--- config.mk ---
export PLATFORM = sky130hd
export DESIGN_NAME = argmax_block
export DESIGN_NICKNAME = d
export VERILOG_FILES = /design/src/rtl/argmax_block.sv
export SDC_FILE = /design/constraint.sdc
export NUM_CORES = 1
export LEC_CHECK = 0
export ABC_AREA = 1
export BUFFER_PORTS_ARGS = -buffer_cell sky130_fd_sc_hd__buf_2
export CAP_MARGIN = 20
export CORE_ASPECT_RATIO = 1.2
export CORE_MARGIN = 3
export CORE_UTILIZATION = 29
export CTS_CLUSTER_DIAMETER = 150
export DETAILED_ROUTE_END_ITERATION = 16
export PLACE_DENSITY = 0.63
export SLEW_MARGIN = 0
export SYNTH_ARGS = -nofsm -noshare
export SYNTH_HDL_FRONTEND = slang
export SYNTH_SLANG_ARGS = --single-unit
--- constraint.sdc ---
create_clock -name clk -period 1.7 [get_ports clk]
set_input_delay 0.255 -clock clk [delete_from_list [all_inputs] [get_ports clk]]
set_output_delay 0.255 -clock clk [all_outputs]
set_load 0.01 [all_outputs]
--- src/rtl/argmax_block.sv ---
// Per-node argmax classifier: scans the combination result memory one row per cycle and records the winning column.
// Optional feature macro ARGMAX_MAXVAL_OUT_EN adds max_value_out with each row's winning value.
module argmax_block #(
    parameter int NUM_OF_NODES   = 6,
    parameter int WEIGHT_COLS    = 3,
    parameter int DOT_PROD_WIDTH = 16,
    parameter int CLASS_BW       = $clog2(WEIGHT_COLS)
) (
    input  logic                      clk,
    input  logic                      reset,
    input  logic                      done_comb,
    input  logic [DOT_PROD_WIDTH-1:0] adj_fm_wm_row_data [0:WEIGHT_COLS-1],
    output logic [WEIGHT_COLS-1:0]    index_for_read_row_out,
    output logic [CLASS_BW-1:0]       max_addi_answer [0:NUM_OF_NODES-1],
`ifdef ARGMAX_MAXVAL_OUT_EN
    output logic [DOT_PROD_WIDTH-1:0] max_value_out [0:NUM_OF_NODES-1],
`endif
    output logic                      done_argmax
);

    localparam int CNT_W = (NUM_OF_NODES > 1) ? $clog2(NUM_OF_NODES) : 1;
    localparam logic [CNT_W-1:0] LAST_ROW = CNT_W'(NUM_OF_NODES - 1);

    localparam logic [1:0] IDLE = 2'd0;
    localparam logic [1:0] SCAN = 2'd1;
    localparam logic [1:0] DONE = 2'd2;

    logic [1:0]       state_q, state_d;
    logic [CNT_W-1:0] row_cnt_q, row_cnt_d;
    logic             done_q, done_d;
    logic [CLASS_BW-1:0] class_q [0:NUM_OF_NODES-1];
    logic [CLASS_BW-1:0] class_d [0:NUM_OF_NODES-1];
`ifdef ARGMAX_MAXVAL_OUT_EN
    logic [DOT_PROD_WIDTH-1:0] maxval_q [0:NUM_OF_NODES-1];
    logic [DOT_PROD_WIDTH-1:0] maxval_d [0:NUM_OF_NODES-1];
`endif

    logic signed [DOT_PROD_WIDTH-1:0] best_val;
    logic [CLASS_BW-1:0]              best_idx;

    // Strict greater-than while scanning upward keeps the lowest column on ties.
    always_comb begin
        best_val = adj_fm_wm_row_data[0];
        best_idx = '0;
        for (int c = 1; c < WEIGHT_COLS; c++) begin
            if ($signed(adj_fm_wm_row_data[c]) > best_val) begin
                best_val = adj_fm_wm_row_data[c];
                best_idx = CLASS_BW'(c);
            end
        end
    end

    // NOTE: every always_comb output gets a default first, so no path can infer a latch.
    always_comb begin
        state_d   = state_q;
        row_cnt_d = row_cnt_q;
        done_d    = done_q;
        class_d   = class_q;
`ifdef ARGMAX_MAXVAL_OUT_EN
        maxval_d  = maxval_q;
`endif
        case (state_q)
            IDLE: begin
                row_cnt_d = '0;
                if (done_comb) state_d = SCAN;
            end
            SCAN: begin
                class_d[row_cnt_q] = best_idx;
`ifdef ARGMAX_MAXVAL_OUT_EN
                maxval_d[row_cnt_q] = best_val;
`endif
                if (row_cnt_q == LAST_ROW) begin
                    row_cnt_d = '0;
                    state_d   = DONE;
                    done_d    = 1'b1;
                end else begin
                    row_cnt_d = row_cnt_q + 1'b1;
                end
            end
            DONE: begin
                if (!done_comb) begin
                    state_d = IDLE;
                    done_d  = 1'b0;
                end
            end
            default: begin
                state_d   = IDLE;
                row_cnt_d = '0;
                done_d    = 1'b0;
            end
        endcase
    end

    // NOTE: the result arrays are small register files that must read 0 after reset, so they sit in the reset branch.
    always_ff @(posedge clk or negedge reset) begin
        if (!reset) begin
            state_q   <= IDLE;
            row_cnt_q <= '0;
            done_q    <= 1'b0;
            for (int n = 0; n < NUM_OF_NODES; n++) begin
                class_q[n] <= '0;
`ifdef ARGMAX_MAXVAL_OUT_EN
                maxval_q[n] <= '0;
`endif
            end
        end else begin
            // NOTE: non-blocking assignments so every flop samples pre-edge values.
            state_q   <= state_d;
            row_cnt_q <= row_cnt_d;
            done_q    <= done_d;
            class_q   <= class_d;
`ifdef ARGMAX_MAXVAL_OUT_EN
            maxval_q  <= maxval_d;
`endif
        end
    end

    // Same-cycle read: the index selects the row whose data is compared this cycle.
    assign index_for_read_row_out = (state_q == SCAN) ? WEIGHT_COLS'(row_cnt_q) : '0;
    assign max_addi_answer        = class_q;
    assign done_argmax            = done_q;
`ifdef ARGMAX_MAXVAL_OUT_EN
    assign max_value_out          = maxval_q;
`endif

endmodule

# Yosys cells after proc, flatten, opt, wreduce, memory -nomap -nowiden
# Index checks and enable logic that the tools add are counted.
# classes
n_reduce_logical	4
order_cmp	4
n_mux	16
addsub	1
eq_ne	6
bitwise	2
# op_table
op	n
16-bit > comparator	2
16-bit 2-to-1 mux	1
12-bit bitwise mux	1
2-bit 2-to-1 mux	5
2-bit demux with 3-bit select	1
3-bit 2-to-1 mux	2
2-bit inequality test, second input constant	3
2-bit one-hot mux with 3 select lines	1
3-bit one-hot mux with 2 select lines	1
3-bit AND reduction	2
4-bit >= comparator, second input constant	1
4-bit by 1-bit < comparator with 1-bit output, second input constant	1
3-bit inverter with 4-bit output	1
3-bit by 1-bit adder with 3-bit output, second input constant	1
3-bit equality test, second input constant	1
1-bit 2-to-1 mux	3
1-bit one-hot mux with 3 select lines	1
2-bit by 1-bit equality test with 1-bit output, second input constant	1
2-bit equality test, second input constant	1
2-bit zero test	1
1-bit logical AND	1
1-bit inverter	1
# word_totals
register_bits	18
word_cells	42
out_inout_bits	16
input_bits	51

# Logic depth before layout (Yosys ltp)
# logic_depth
ltp_word	6
depth_mapped	31
mapped_depth_nobuf	29

# Worst setup path after synthesis
# No wires, ideal clock.
# synth_path
path_kind	input to register
startpoint	input port adj_fm_wm_row_data[47] (netlist bit)
endpoint	register class_q, in the netlist max_addi_answer[2]
required_ps	1583
arrival_ps	2656
setup_time_ps	117
stages	20
setup_slack_ps	-1073
path_cell_list	inv_1 ha_1 a21oi_1 o21ai_0 a21oi_1 nand2_1 nand2_1 nand3_2 buf_2 nand2_1 o21ai_1 ha_1 nand2_2 nor4_4 nand2_2 nand3_1 nand3_2 buf_6 nand3_1 nand2_1
# synth_between
elab_chain_len	5
elab_cells_between_ends	6
cone_classes	order compare (2); mux (4)
# synth_lines
element	line	rtl
start: declaration	12	input logic [DOT_PROD_WIDTH-1:0] adj_fm_wm_row_data [0:WEIGHT_COLS-1],
16-bit > comparator	46	if ($signed(adj_fm_wm_row_data[c]) > best_val) begin
16-bit 2-to-1 mux	46	
16-bit > comparator	46	
2-bit 2-to-1 mux (*)	46	
12-bit bitwise mux (*)	68	class_d[row_cnt_q] = best_idx;
end signal: assignment	111	class_q <= class_d;
end: declaration	31	logic [CLASS_BW-1:0] class_q [0:NUM_OF_NODES-1];
# Mark *: on every way between the ends. The rest lies on a longest branch, timed or not.
# A chain may end at the register's enable or synchronous reset.

# Worst setup path in the final report
# layout_path
startpoint	input port adj_fm_wm_row_data[27] (netlist bit)
endpoint	register class_q, in the netlist max_addi_answer[8]
# Same word-level chain as after synthesis.

==> results.md <==
* Critical path startpoint category: input port
* Chip Height at 93.0 um
* Worst-margin pin slew at 0.390 ns
* Comb pwr share at 0.624
* Largest net degree at the start of global routing at 19
* Synth cell count leaders: nand2_1, inv_1, ha_1
* Peak supply drop at 502 uV
* I/O Buffers at 66
* Clk root buf: clkbuf_8
* Ant. Diodes at 0
* Post-DR wirelength/cell at 10.9 um
* Routability cong. at about 0.84
* Area share of the largest cell type after synthesis at 0.246
* Syn avg cell area at roughly 7 sq um
* Setup Crit Path Kind: in -> reg
* Iter 0 DRT Violations at 75
* Sink Count at 18
* Power Internal at 1.60 mW
* Final setup viols at 12
* Die area at approximately 0.0073 sq mm
* Synth area leader: dfrtp_1
* Number of flops mapped to enable cells by yosys at 0
* Initial antenna violation count at 0
* CTS clk-pin slew, worst paths at 0.06 ns
* Max-cap viol count at 0
* # DRC at 0
* DPL Wire Length at 3.85 mm
* DR vias/cell at 4.45
* Final ANT Viol Nets at 0
* Later-pin clock latency in the skew report at 0.25 ns
* Site Rows at 31
* Data required, critical path at 1.84 ns
* Total Routing Usage GR at 0.126
* DRT Wirelength at 4.88 mm
* Nets at 450
* Period utilization at 1.61
* Layout overhead on the synthesized area at 70.2%
* Setup ws final at -1.04 ns
* TritonCTS clock tree: yes
* Layout cells sized above 1 at 0.516
* Crit path DAT at between 2 and 3 ns
* Post-Syn Area at 0.00183 sq mm
* Violated checks: negative setup slack
* DR vias at 1994
* Switching pwr at between 1 and 1.5 mW
* Top-level port count at 67
* Core area at between 0.006 and 0.007 sq mm
* Minimum clock period at 2.74 ns
* Status: finished, violations left
* Warnings, synthesis at 0
* Flop pwr share at 0.256
* Synth Flop Type: dfrtp_1
* Vias in the first global route at around 1900
* Setup TNS at -12.34 ns
* First-pass DRT Iterations at 4
* CP endpoint kind: flip-flop
* CTS Buffer Depth at 2
* Ys async rst share at 1.00
* Congestion Overflow GR at 0
* Syn Nets at roughly 350
* Num CTS Buffers at 3
* DP Area at 0.00267 sq mm
* Most common cell in the netlist: nand2_1
* Yosys cell types at 20
* Slew HR at 0.740
* Post-Layout Inst Area at between 0.003 and 0.004 sq mm
* Sw Share at 0.439
* Post-Place Setup Slack at -1.47 ns
* Hold crit path type: in -> reg
* Sequential-to-total area share from yosys stat at 0.246
* Cells after Synth at 266
* RSZ-0062 raised after global routing: yes
* Lkg Pwr at 1.62 nW
* Area contributors post-synth: dfrtp_1, ha_1, nand2_1, inv_1, nor2_1
* Die W at 78.5 um
* H-tree Lvls at 1
* Global-route wire length before repair at 7.65 mm
* #FFs+latches synth at 18
* Pins over their slew limit at 0
* Final Hold Vio Count at 0
* Filler cells at 575
* Max Clock Skew at about 0.0011 ns
* Clock power frac at 0.119
* Crit Path Max Fanout at 8
* F_max at 365 MHz
* Initial Utilization at 0.300
* PwrDens at 917 mW/mm^2
## cells by family (layout without fill, tap and decap cells)
kind of cell    count (synthesis)  in the layout  share of synthesized area
simple gates                  121            122                      0.290
buf+inv                        50            149                      0.109
compound gates                 45             45                      0.136
fa+ha+maj                      32             32                      0.219
flops                          18             18                      0.246
## sequential cells by signal, summed over array words and instances (netlist names)
name             flops
state_q              2
max_addi_answer     12
done_argmax          1
row_cnt_q            3
## placed cells by master, fill, tap and decap left out, types with 2 or more instances in the layout
cell type	count
a21o_1	2
a21oi_1	4
a21oi_2	11
buf_12	2
buf_2	54
buf_4	29
buf_6	11
clkbuf_16	2
clkbuf_8	4
dfrtp_1	18
ha_1	18
ha_4	14
inv_1	32
inv_2	6
inv_4	7
nand2_1	54
nand2_2	18
nand2_4	5
nand3_1	6
nand3_2	5
nand3_4	5
nor2_1	23
nor2_2	2
o21ai_0	2
o21ai_1	15
o21ai_2	10
## repair_timing
item / in CTS / in global routing
resized for setup: 15 / 60
setup endpoints to repair: 12 / 13
hold endpoints to repair: 18 / 0
setup buffers: 2 / 2
gates cloned: 1 / 2
pin swaps: 4 / 16
hold buffers: 1 / 0
## stage by stage
step | total power, mW | instances | util | hold WS [ns]
after floorplan | 1.74 | 266 | - | -0.0406
after global placement | 2.21 | 436 | 0.438 | 0.205
after detailed placement | 2.25 | 436 | 0.438 | 0.202
after CTS | 2.67 | 444 | 0.462 | 0.261
after global routing | 3.14 | 448 | 0.511 | 0.273
final | 2.85 | 448 | 0.511 | 0.258
## cell type report
type / instances / area [sq um] / share of cell area
clock buffer: 4 / 55.1 / 0.0177
inverter: 46 / 203 / 0.0651
multi-input combinational: 199 / 1590 / 0.511
sequential: 18 / 450 / 0.145
tap: 82 / 103 / 0.0330
timing repair buffer: 99 / 712 / 0.229
## layer usage
layer  global-route usage  vias up  share of wire  wire (um)
met4               0.0219        0         0.0035         17
met5                    0        -              0          0
met1                0.157      878           0.42       2030
met2                0.234       55           0.54       2620
met3               0.0125        2          0.044        215
li1                     -     1059              -          -
## power groups by stage
stage	logic, mW	clock network [mW]	registers [mW]
finish	1.78	0.340	0.732
global placement	1.48	0	0.731
detailed placement	1.51	0	0.737
floorplan	0.958	0	0.785
global route	2.02	0.368	0.752
CTS	1.59	0.348	0.731
## critical path: stages
cell,delay (ns)
buf_4,0.13
ha_4,0.27
nand4_1,0.14
nor3_4,0.20
nand2_2,0.11
nand3_4,0.09
nand3_4,0.14
buf_12,0.18
nand2_4,0.05
o21ai_2,0.04
ha_1,0.32
nand2_2,0.08
nor4_4,0.36
nand2_4,0.12
nand3_4,0.10
nand3_4,0.13
nand3_1,0.11
nand2_1,0.05
## final timing paths
path	from	end	slack [ns]	cells after the start
worst min register to register	max_addi_answer[6]	max_addi_answer[6]	0.48	2
worst max-delay path	adj_fm_wm_row_data[27]	max_addi_answer[8]	-1.04	18
max in group asynchronous	reset	max_addi_answer[4]	0.96	2
worst max register to register	state_q[0]	max_addi_answer[7]	0.17	9
min in group asynchronous	reset	row_cnt_q[1]	0.46	2
worst min-delay path	done_comb	state_q[0]	0.26	3
Power figures use the tool's default switching activity.
